[config.mk]
export PLATFORM = sky130hd
export DESIGN_NAME = bin14_to_bcd4
export DESIGN_NICKNAME = d
export VERILOG_FILES = /design/src/rtl/bcd_pkg.sv /design/src/rtl/bcd_dig_adj.sv /design/src/rtl/bin14_to_bcd4.sv
export SDC_FILE = /design/constraint.sdc
export NUM_CORES = 1
export LEC_CHECK = 0
export BUFFER_PORTS_ARGS = -buffer_cell sky130_fd_sc_hd__buf_2
export CORE_MARGIN = 1.5
export CORE_UTILIZATION = 42
export DETAILED_ROUTE_END_ITERATION = 10
export PLACE_DENSITY = 0.73
export SYNTH_ARGS = -nofsm -noshare
export SYNTH_HDL_FRONTEND = slang
export SYNTH_SLANG_ARGS = --single-unit
[constraint.sdc]
create_clock -name i_clk -period 1.7 [get_ports i_clk]
set_input_delay 0.34 -clock i_clk [delete_from_list [all_inputs] [get_ports i_clk]]
set_output_delay 0.34 -clock i_clk [all_outputs]
set_load 0.005 [all_outputs]
[src/rtl/bcd_pkg.sv]
// Shared BCD conversion package: FSM state type, digit type and limits.
// Used by both the BCD-to-binary input converter and the binary-to-BCD
// output converter so the top-level FSM drives both with the same states.
package bcd_pkg;

    // Converter FSM states, common to input and output converters
    typedef enum logic [1:0] {
        e_idle      = 2'd0,
        e_operation = 2'd1,
        e_done      = 2'd2
    } t_state;

    localparam int N_DIGITS = 4;
    localparam int BCD_MAX  = 9999;

    typedef logic [3:0] t_bcd_digit;

endpackage : bcd_pkg

[src/rtl/bcd_dig_adj.sv]
// Double-dabble digit correction: a digit of 5 or more gets +3 so that the
// following left shift carries correctly into the next decimal digit.
import bcd_pkg::*;

module bcd_dig_adj (
    input  t_bcd_digit i_dig,
    output t_bcd_digit o_dig
);

    // 4-bit add, any carry-out is dropped (cannot occur for legal digits)
    assign o_dig = (i_dig >= 4'd5) ? t_bcd_digit'(i_dig + 4'd3) : i_dig;

endmodule : bcd_dig_adj

[src/rtl/bin14_to_bcd4.sv]
// bin14_to_bcd4: sequential binary-to-BCD converter, one bit per clock
// (shift-and-add-3). Produces four decimal digits for the display path.
//
// Handshake: i_start is accepted only when o_ready=1 (state e_idle); i_bin is
// sampled on that same edge. o_done is a one-cycle pulse (state e_done) on the
// cycle the digit/overflow registers first hold the new result; they hold it
// until the next o_done. Starts while busy are ignored.
//
// Optional feature macro: BIN2BCD_OVF_SAT_EN
//   defined   : operands > 9999 raise o_ovf and force all digits to 9.
//   undefined : no compare logic, o_ovf = 0, digits show operand mod 10000.
import bcd_pkg::*;

module bin14_to_bcd4 #(
    parameter int W_BIN = 14
) (
    input  logic             i_clk,
    input  logic             i_rst,
    input  logic             i_start,
    input  logic [W_BIN-1:0] i_bin,
    output logic             o_ready,
    output logic             o_done,
    output t_bcd_digit       o_bcd3,
    output t_bcd_digit       o_bcd2,
    output t_bcd_digit       o_bcd1,
    output t_bcd_digit       o_bcd0,
    output logic             o_ovf,
    output t_state           o_state
);

    // Reject unsupported widths at elaboration time
    if (W_BIN < 4 || W_BIN > 16) begin : g_bad_width
        $error("bin14_to_bcd4: W_BIN must be in 4..16");
    end

    localparam int IDX_W = 5;

    t_state             state;
    logic [IDX_W-1:0]   idx;
    logic [W_BIN-1:0]   sr;
    logic [15:0]        bcd;
    logic [15:0]        bcd_adj;

    // Per-digit +3 correction applied before every shift
    for (genvar g = 0; g < N_DIGITS; g++) begin : g_adj
        bcd_dig_adj u_adj (
            .i_dig (bcd[4*g +: 4]),
            .o_dig (bcd_adj[4*g +: 4])
        );
    end

`ifdef BIN2BCD_OVF_SAT_EN
    logic ovf_cmp;
    logic ovf_lat;

    // Overflow compare done once, on the capture edge
    assign ovf_cmp = ({{(32-W_BIN){1'b0}}, i_bin} > 32'(BCD_MAX));
`else
    assign o_ovf = 1'b0;
`endif

    // Conversion FSM with shift register, working BCD register and outputs
    always_ff @(posedge i_clk or posedge i_rst) begin
        if (i_rst) begin
            state   <= e_idle;
            idx     <= '0;
            sr      <= '0;
            bcd     <= '0;
            o_bcd3  <= '0;
            o_bcd2  <= '0;
            o_bcd1  <= '0;
            o_bcd0  <= '0;
`ifdef BIN2BCD_OVF_SAT_EN
            ovf_lat <= 1'b0;
            o_ovf   <= 1'b0;
`endif
        end else begin
            case (state)
                e_idle: begin
                    if (i_start) begin
                        sr      <= i_bin;
                        bcd     <= '0;
                        idx     <= IDX_W'(W_BIN);
`ifdef BIN2BCD_OVF_SAT_EN
                        ovf_lat <= ovf_cmp;
`endif
                        state   <= e_operation;
                    end
                end
                e_operation: begin
                    if (idx == '0) begin
`ifdef BIN2BCD_OVF_SAT_EN
                        if (ovf_lat) begin
                            o_bcd3 <= 4'd9;
                            o_bcd2 <= 4'd9;
                            o_bcd1 <= 4'd9;
                            o_bcd0 <= 4'd9;
                        end else begin
                            o_bcd3 <= bcd[15:12];
                            o_bcd2 <= bcd[11:8];
                            o_bcd1 <= bcd[7:4];
                            o_bcd0 <= bcd[3:0];
                        end
                        o_ovf <= ovf_lat;
`else
                        o_bcd3 <= bcd[15:12];
                        o_bcd2 <= bcd[11:8];
                        o_bcd1 <= bcd[7:4];
                        o_bcd0 <= bcd[3:0];
`endif
                        state <= e_done;
                    end else begin
                        // Thousands carry-out falls off the top: result is mod 10000
                        bcd   <= {bcd_adj[14:0], sr[W_BIN-1]};
                        sr    <= {sr[W_BIN-2:0], 1'b0};
                        idx   <= idx - 1'b1;
                    end
                end
                e_done: begin
                    state <= e_idle;
                end
                default: begin
                    state <= e_idle;
                end
            endcase
        end
    end

    // Handshake flags decoded straight from the state register
    assign o_ready = (state == e_idle);
    assign o_done  = (state == e_done);
    assign o_state = state;

endmodule : bin14_to_bcd4

==> results.md <==
- The run finished, with violations left.
- The checks that failed: setup timing.
- The detailed router put a total of 2420 um of wire on met1.
- The number of ports placed on the die boundary is 38.
- In the routed design, unresolved DRC markers number 0.
- The number of enable-type register cells in the synthesized netlist is 0.
- The async set or reset register ratio after synthesis is 100%.
- CTS placed an instance of clkbuf_8 at the clock tree root.
- At the worst endpoint, the arrival time is 1.96 ns.
- After global routing the overflow that remains totals 0.
- The sink count of the clock tree is 53.
- The final max-slew violation count is 0.
- The met3 wire length is 165 um.
- In the synthesized netlist the dominant register cell turns out to be dfrtp_1.
- The H-tree generated during clock tree synthesis spans 2 levels.
- The floorplan step defined a die boundary enclosing 6570 um^2.
- Once the floorplan was initialized, standard cells occupied 43.5% of the core.
- Leaving out fill and tap cells, the most frequent cells in the layout are dfrtp_1 (53), nand2_1 (44), buf_2 (36).
- For this block, the routed nets add up to 5240 um of wire.
- The filler cells instantiated in the layout total 531.
- After legalization and detailed placement, the total HPWL measured 3610 um.
- The die is 81.1 um tall.
- The critical path start-end classification is flip-flop to flip-flop.
- The path class of the tightest hold or removal check is input port to asynchronous set/reset pin.
- The unique cell type count in the Yosys netlist is 34.
- The global routing usage summed across all routing layers is 17.2%.
- The max capacitance violation total is 0.
- The number of buffers inserted by hold repair at cts is 0.
- The final count of hold timing violations was 0.
- STA classifies the critical path endpoint as a flip-flop.
- The average wire per standard cell is 13.6 um.
- The highest signal layer in the routed design is met4.
- The iteration count of the initial detailed-routing pass is 4.
- The number of buffers created by CTS is 5.
- Timing would allow up to 568 MHz.
- The number of nets in the synthesized netlist is 284.
- The Yosys step of the flow raised 0 warnings.
- The final total power is 6.45 mW.
- Counting along the longest clock path gives a buffer depth of 2.
- The first global-routing pass estimated 8650 um of wire.
- The count of antenna-violating nets left after detailed routing is 0.
- The first routing iteration left 101 violations.
- The number of instances in the synthesized netlist is 258.
- The clock arrives with 0.00885 ns of skew.
- The routed design could run at a clock period as short as 1.76 ns.
- Data on the critical path is required at its endpoint by 1.90 ns.
- Setup repair after global routing could not meet its margin everywhere.
- Sequential cells were found to cover 51.8% of the synthesized design area.
- The routed layout has 1,996 vias.
- In the routed layout, each cell is associated on average with a via count of 5.17.
- The kind of start point of the critical path is a flip-flop.
- In this run, synthesis produced a sequential element count of 53.
- IR analysis of the VDD net gives a maximum drop of 0.923 mV.
- In the finished design, the share of the clock period the worst path needs comes to 104%.
- The maximum fanout encountered on the critical timing path is 6.
- The clock insertion delay at the later pin of the skew report is 0.31 ns.
- The via count of the first global-routing pass is 1,905.
- The area of the mapped netlist is 2560 um^2.
- After clock tree synthesis, the clock-pin slew on the worst setup and hold paths is 0.10 ns.
- The number of antenna violations at the first check in global routing is 0.
- In the final design database the tool counted 336 nets.
- From left edge to right edge, the die measures 81.1 um.
- The commonest non-fill, non-tap cell in the layout is dfrtp_1.
- Of the cells placed in the final design, the portion with a size suffix greater than 1 is 37.0%.
- The area of the placeable core is 5890 um^2.
- The CTS tree is built.
- The number of placement rows is 28.
- The routability congestion estimate from global placement is 0.792.
- The post-place setup slack is -0.0895 ns.
- The count of buffers added on input and output ports is 36.
- After layout, the worst setup slack is -0.0599 ns.
- The routed length on met2 is 2550 um.
- Setup violations remaining at the end of the flow were counted as 36.
- The static leakage is 1.57 nW.
- The power density relative to cell area is 2010 nW/um^2.
- The number of inserted diodes is 0.
- The layout overhead on the synthesized area is 25.6%.
- A synthesized cell averages 9.92 um^2.
- Entering global routing, the biggest net connects 54 pins.
[final timing paths]
path	end	depth (start not counted)	start	slack, ns
setup reg to reg	bcd[11]	7	idx[1]	-0.06
min in group i_clk	sr[4]	3	i_bin[4]	0.27
setup / recovery	bcd[11]	7	idx[1]	-0.06
hold reg to reg	o_bcd3[3]	2	o_bcd3[3]	0.47
hold / removal	bcd[2]	3	i_rst	0.05
max in group asynchronous	sr[8]	3	i_rst	1.39
[worst max-delay path, stage by stage, from the launching register on]
cell and delay, ns:
dfrtp_1 0.39, inv_1 0.06, ha_2 0.18, or3b_4 0.43, nor2_1 0.11, nor2_1 0.07, buf_4 0.16, a32o_1 0.25
[cell type report]
cell class | count | area [um^2] | area share (%)
clock inverter | 2 | 37.5 | 1.17
inverter | 15 | 58.8 | 1.83
tap | 75 | 93.8 | 2.92
timing repair buffer | 59 | 427 | 13.3
clock buffer | 6 | 82.6 | 2.57
sequential | 53 | 1330 | 41.3
multi-input combinational | 176 | 1190 | 37.0
[synth_stat cells (3+ instances only)]
| master | instances | area (um^2) |
|---|---|---|
| a21oi_1 | 9 | 45.0 |
| a22o_1 | 5 | 43.8 |
| a31oi_1 | 14 | 87.6 |
| a32o_1 | 4 | 40.0 |
| buf_2 | 5 | 25.0 |
| buf_6 | 5 | 56.3 |
| dfrtp_1 | 53 | 1330 |
| ha_1 | 9 | 113 |
| inv_1 | 13 | 48.8 |
| mux2i_1 | 4 | 40.0 |
| nand2_1 | 60 | 225 |
| nand2b_1 | 5 | 31.3 |
| nor2_1 | 17 | 63.8 |
| nor3b_1 | 3 | 22.5 |
| o21ai_0 | 6 | 30.0 |
| o21ai_1 | 12 | 60.1 |
| o22ai_2 | 7 | 87.6 |
| o31ai_1 | 4 | 30.0 |
| xnor2_1 | 4 | 35.0 |
[per-layer routing]
layer / vias to the layer above / global-route usage [%]
met1: 962 / 21.1
met4: 0 / 7.41
met3: 9 / 3.15
met5: - / 0
met2: 43 / 29.5
li1: 982 / -
[sequential cells by signal (all words and copies together) (netlist names)]
| name | count |
|---|---|
| idx | 5 |
| o_bcd2 | 4 |
| o_bcd3 | 4 |
| sr | 14 |
| o_bcd1 | 4 |
| o_bcd0 | 4 |
| o_state | 2 |
| bcd | 16 |
[stage by stage]
stage	area, um^2	hold slack (ns)	TNS, ns	util (%)	instances
after floorplan	2590	0.459	-0.374	-	258
final	3210	0.0528	-0.807	54.6	386
after global placement	2940	0.408	-0.441	49.9	375
after detailed placement	2940	0.412	-1.02	49.9	375
after CTS	3130	0.0701	-0.249	53.1	385
after global routing	3210	0.0797	-3.55	54.6	386
[logic make-up after synthesis]
family,Yosys count,synth area share (%)
AND/OR/NAND/NOR,92,15.8
AO/OA/AOI/OAI,66,18.7
flip-flops,53,51.8
buffers and inverters,29,6.26
adder cells (fa/ha/maj),9,4.40
XOR/XNOR,4,1.37
multiplexers,4,1.56
other,1,0.146
[where the power goes]
part	total, mW	switching [mW]	internal (mW)	leakage, nW
logic	3.30	1.66	1.64	0.852
registers	2.24	0.408	1.83	0.662
clock network	0.902	0.423	0.479	0.0574
total	6.45	2.49	3.96	1.57
[timing repair]
item	in CTS	in global routing
setup buffers	2	1
cloned	0	0
endpoints found under the setup margin	35	50
pin swaps	2	2
resized for setup	16	27
Power figures use the tool's default switching activity.
